<file path="src/rtl/inertial_delay_pkg.sv">
// Shared types for the inertial delay line: channel mode, channel FSM
// state and reject counter width.
package inertial_delay_pkg;

  typedef enum logic {
    IDL_INERTIAL,
    IDL_TRANSPORT
  } idl_mode_e;

  typedef enum logic {
    IDL_IDLE,
    IDL_PEND
  } idl_state_e;

  localparam int REJ_CNT_W = 16;

endpackage

</file>
<file path="src/rtl/inertial_delay_ch.sv">
// One delay channel: inertial pulse filter or transport shift register.
// INERTIAL_DELAY_REJECT_CNT_EN adds a saturating reject counter.
module inertial_delay_ch
  import inertial_delay_pkg::*;
#(
  parameter int        DELAY   = 20,
  parameter idl_mode_e MODE    = IDL_INERTIAL,
  parameter logic      RST_VAL = 1'b0
) (
  input  logic clk,
  input  logic rst,
  input  logic en,
  input  logic din,
  output logic dout,
  output logic busy,
  output logic reject
`ifdef INERTIAL_DELAY_REJECT_CNT_EN
  ,
  output logic [REJ_CNT_W-1:0] reject_cnt
`endif
);

  localparam int CW = $clog2(DELAY + 1);

  if (MODE == IDL_INERTIAL) begin : g_inr
    idl_state_e    state;
    idl_state_e    state_nx;
    logic [CW-1:0] cnt;
    logic [CW-1:0] cnt_nx;
    logic          tgt;
    logic          tgt_nx;
    logic          dout_nx;
    logic          rej_nx;

    always_comb begin
      state_nx = state;
      cnt_nx   = cnt;
      tgt_nx   = tgt;
      dout_nx  = dout;
      rej_nx   = 1'b0;
      if (en) begin
        unique case (state)
          IDL_IDLE: begin
            if (din != dout) begin
              if (DELAY == 1) begin
                dout_nx = din;
              end else begin
                state_nx = IDL_PEND;
                tgt_nx   = din;
                cnt_nx   = CW'(1);
              end
            end
          end
          IDL_PEND: begin
            if (din == tgt) begin
              if (cnt == CW'(DELAY - 1)) begin
                dout_nx  = tgt;
                cnt_nx   = '0;
                state_nx = IDL_IDLE;
              end else begin
                cnt_nx = cnt + 1'b1;
              end
            end else begin
              // input fell back to dout before the delay elapsed
              rej_nx   = 1'b1;
              cnt_nx   = '0;
              state_nx = IDL_IDLE;
            end
          end
        endcase
      end
    end

    always_ff @(posedge clk or posedge rst) begin
      if (rst) begin
        state  <= IDL_IDLE;
        cnt    <= '0;
        tgt    <= RST_VAL;
        dout   <= RST_VAL;
        reject <= 1'b0;
      end else begin
        state  <= state_nx;
        cnt    <= cnt_nx;
        tgt    <= tgt_nx;
        dout   <= dout_nx;
        reject <= rej_nx;
      end
    end

    assign busy = (state == IDL_PEND);

`ifdef INERTIAL_DELAY_REJECT_CNT_EN
    always_ff @(posedge clk or posedge rst) begin
      if (rst) begin
        reject_cnt <= '0;
      end else if (rej_nx && (reject_cnt != '1)) begin
        reject_cnt <= reject_cnt + 1'b1;
      end
    end
`endif
  end else begin : g_trn
    logic [DELAY-1:0] stg;

    always_ff @(posedge clk or posedge rst) begin
      if (rst) begin
        stg <= {DELAY{RST_VAL}};
      end else if (en) begin
        stg <= (stg << 1) | DELAY'(din);
      end
    end

    assign dout   = stg[DELAY-1];
    assign busy   = |(stg ^ {DELAY{stg[DELAY-1]}});
    assign reject = 1'b0;

`ifdef INERTIAL_DELAY_REJECT_CNT_EN
    assign reject_cnt = '0;
`endif
  end

endmodule

</file>
<file path="src/rtl/inertial_delay_line.sv">
// Multi-channel clocked delay line with inertial or transport behaviour.
// Define INERTIAL_DELAY_REJECT_CNT_EN for per-channel reject counters.
module inertial_delay_line
  import inertial_delay_pkg::*;
#(
  parameter int          CH      = 3,
  parameter int          DELAY   = 20,
  parameter idl_mode_e   MODE    = IDL_INERTIAL,
  parameter logic [CH-1:0] RST_VAL = '0
) (
  input  logic          clk,
  input  logic          rst,
  input  logic          en,
  input  logic [CH-1:0] din,
  output logic [CH-1:0] dout,
  output logic [CH-1:0] busy,
  output logic [CH-1:0] reject
`ifdef INERTIAL_DELAY_REJECT_CNT_EN
  ,
  output logic [CH*REJ_CNT_W-1:0] reject_cnt
`endif
);

  for (genvar i = 0; i < CH; i++) begin : g_ch
    inertial_delay_ch #(
      .DELAY   (DELAY),
      .MODE    (MODE),
      .RST_VAL (RST_VAL[i])
    ) u_ch (
      .clk    (clk),
      .rst    (rst),
      .en     (en),
      .din    (din[i]),
      .dout   (dout[i]),
      .busy   (busy[i]),
      .reject (reject[i])
`ifdef INERTIAL_DELAY_REJECT_CNT_EN
      ,
      .reject_cnt (reject_cnt[i*REJ_CNT_W +: REJ_CNT_W])
`endif
    );
  end

endmodule

</file>
<file path="config.mk">
export PLATFORM = sky130hd
export DESIGN_NAME = inertial_delay_line
export DESIGN_NICKNAME = d
export VERILOG_FILES = /design/src/rtl/inertial_delay_pkg.sv /design/src/rtl/inertial_delay_ch.sv /design/src/rtl/inertial_delay_line.sv
export SDC_FILE = /design/constraint.sdc
export NUM_CORES = 1
export LEC_CHECK = 0
export ABC_AREA = 0
export CAP_MARGIN = 40
export CORE_MARGIN = 2
export CORE_UTILIZATION = 55
export CTS_BUF_LIST = sky130_fd_sc_hd__clkbuf_4
export CTS_CLUSTER_SIZE = 30
export DETAILED_ROUTE_END_ITERATION = 8
export PLACE_DENSITY = 0.77
export SYNTH_ARGS = -nofsm -noshare
export SYNTH_HDL_FRONTEND = slang
export SYNTH_SLANG_ARGS = --single-unit
</file>
<file path="constraint.sdc">
create_clock -name clk -period 1.7 [get_ports clk]
set_input_delay 0.255 -clock clk [delete_from_list [all_inputs] [get_ports clk]]
set_output_delay 0.255 -clock clk [all_outputs]
set_load 0.01 [all_outputs]
</file>
==> reports/qor.yml <==
outcome: "complete, no violations"
crit_slowest_cell: "clkdlybuf4s50_1"
yosysUniqueCellTypes: 33
place_ws_ns: -0.1121
dieArea_sq_um: 3139
worstPathCellList: "clkdlybuf4s50_1"
drtPass1Iterations: 4
critPathKind: "flip-flop to primary output"
htree_levels: 1
finish.cell_count_without_fillers: 224
seqPwrFrac: 0.557
final.period_utilization: 0.9667
grt_max_degree: 28
first_iter_violations: 26
setup-tns-final_ns: 0
initial_core_util: 0.5903
grt_pass1_vias: 1217
cp_top_family: "buffers and inverters"
dp_hpwl_um: 2268
p_per_area_nw_per_um2: 822.8
wire_per_inst_um: 13.41
critPathBufInv: 1
worst_slack_ns: 0.05663
antenna_found_initial: 0
vias: 1313
worst_pin_slew_ns: 0.5971
grt.overflow.total: 0
cts_hold_buf: 0
clockPowerShare: 0.194
clock_latency_ns: 0.32
cpPeakStageDelay_ns: 0.58
hold_class: "primary input to async pin"
fin_skew_ns: 0.001556
finalSetupViolations: 0
finalWirelength_um: 3004
power.total_uw: 1468
power.switching_uw: 468.7
ir_worst_vdd_mv: 0.5742
cp-start-kind: "flip-flop"
row_count: 18
p_int_uw: 999.2
cts_sinks: 27
ys_seq_elements: 27
path_depth: 1
fp.dieH_um: 56.03
synthTopCellsByArea: "dfrtp_1 45%, a21oi_1 5.4%, nand2_1 4.8%"
synth-warning-count: 0
maxSlewViolCount: 0
synth-main-ff-cell: "dfrtp_1"
min_period_ns: 1.643
cp-end-kind: "primary output"
seq_area_frac_synth: 0.4538
coreArea_sq_um: 2522
path_clk_slew_ns: 0.15
hold_viol: 0
vias_per_cell: 5.862
syn_inst: 167
port_buffers: 14
syn_nets: 176
grt_usage: 0.2000
io_pins: 15
relSlewSlack: 0.5977
diodes: 0
rsz0062_at_grt: "false"
syn_area_per_cell_sq_um: 8.916
async_reset_ff_frac: 1.000
nets: 204
combinationalPowerShare: 0.249
cp.required_ns: 1.44
syn-cell-area_sq_um: 1489
place_congestion: 0.7828
clockRootBuffer: "clkbuf_4"
route.detailed.drc: 0
die_x_um: 56.03
tritoncts: "done"
grt_pass1_wl_um: 5126
synth_top_area_cell: "dfrtp_1"
crit_arrival_ns: 1.39
p_sw_frac: 0.3193
rr_worst_depth: 4
synthTopCellsByCount: "27 x dfrtp_1, 19 x nand2_1, 16 x a21oi_1"
area_growth_pct: 19.83
crit_fanout: 8
dp.cells: 220
synth_most_common_cell: "dfrtp_1"
clockBufferDepth: 2
drive_gt1_frac: 0.1804
fillers: 204
maxCapViolCount: 0
p_leak_uw: 0.0007693
antenna_left: 0
synth-edff-count: 0
synth_top_area_frac: 0.4538
timing.fmax_mhz: 608.5
cts_inserted_buffers: 3
## logic make-up (layout without fill, tap and decap cells)
family,count (synthesis),count (layout),share of synthesized area
DFF,27,27,0.4538
adders and majority gates,3,3,0.02521
and+or+nand+nor,65,65,0.2260
buffers and inverters,23,50,0.08151
AOI/OAI and AO/OA,43,43,0.1782
xor gates and xnor gates,6,6,0.03530
## power groups by stage
stage | logic, uW | registers (uW) | clock network, uW
finish | 366 | 817 | 285
global route | 416 | 833 | 314
CTS | 366 | 816 | 291
global placement | 346 | 820 | 0
detailed placement | 364 | 826 | 0
floorplan | 257 | 785 | 0
## metal layers
metal  share of wire  global-route usage
met1            0.46              0.2415
met2            0.50              0.3630
met3           0.033             0.03721
met4          0.0070             0.05102
met5               0                   0
## what timing repair did
| action | in CTS | in global routing |
|---|---|---|
| setup buffers | 0 | 0 |
| resized for setup | 3 | 1 |
| cloned | 0 | 0 |
| hold endpoints to repair | 0 | 0 |
| endpoints found under the setup margin | 3 | 1 |
## cell type report
class,instances,area [sq um],area share
multi-input cells,117,694.4,0.3892
repair buffers,36,305.3,0.1711
clock buffers,3,22.52,0.01262
flip-flops and latches,27,679.4,0.3808
well taps,30,37.54,0.02104
clock inverters,1,7.507,0.004208
inverters,10,37.54,0.02104
## stage by stage
stage          utilization  hold WS [ns]  area (sq um)
2_1_floorplan            -        0.3077          1489
3_3_place_gp        0.6930        0.4998          1748
3_5_place_dp        0.6930        0.5076          1748
4_1_cts             0.7063        0.2988          1782
5_1_grt             0.7073        0.3055          1784
6_report            0.7073        0.2801          1784
## worst register-to-register path, cell delays in order (launching register included)
cell and delay, ns:
dfrtp_1 0.40, ha_1 0.23, nand4bb_1 0.27, a31o_2 0.34, a221o_1 0.29
## flip-flops by register name, summed over array words and instances, names as in the netlist
| name | flops |
|---|---|
| g_ch.u_ch.g_inr.cnt | 15 |
| g_ch.u_ch.busy | 3 |
| g_ch.u_ch.dout | 3 |
| g_ch.u_ch.g_inr.tgt | 3 |
| g_ch.u_ch.reject | 3 |
## layout by cell type, fill, tap and decap left out
master and n:
clkinvlp_4 1, nor4_1 1, or3_1 3, or3_2 1
a22o_1 3, o31ai_1 2, a31o_2 1, dfrtp_1 24
clkbuf_4 3, nand4bb_1 3, a21oi_1 16, inv_1 10
dfrtp_2 3, nand2_1 19, xnor2_1 3, o21ai_0 9
o211ai_1 3, and2_1 1, nor3_1 3, a21o_1 1
a211oi_1 1, nand4_1 4, a31oi_1 3, nor2_1 14
xor2_1 3, o21ai_2 2, nand3_1 9, ha_2 1
ha_1 2, or4_1 4, clkdlybuf4s50_1 14, o22ai_1 1
a221o_1 1, nand3b_1 2, buf_4 22, nand3_2 1
## path summary, 6_finish.rpt
check / startpoint / slack (ns) / endpoint
max: g_ch[0].u_ch.busy / 0.06 / busy[0]
min: rst / 0.28 / g_ch[0].u_ch.g_inr.cnt[1]
max reg2reg: g_ch[2].u_ch.g_inr.cnt[0] / 0.08 / g_ch[2].u_ch.busy
min reg2reg: g_ch[2].u_ch.g_inr.cnt[1] / 0.54 / g_ch[2].u_ch.g_inr.cnt[1]
max in group asynchronous: rst / 1.15 / g_ch[2].u_ch.busy
min in group clk: g_ch[2].u_ch.g_inr.cnt[1] / 0.54 / g_ch[2].u_ch.g_inr.cnt[1]
Note: power is estimated with default switching activity, not from simulation.
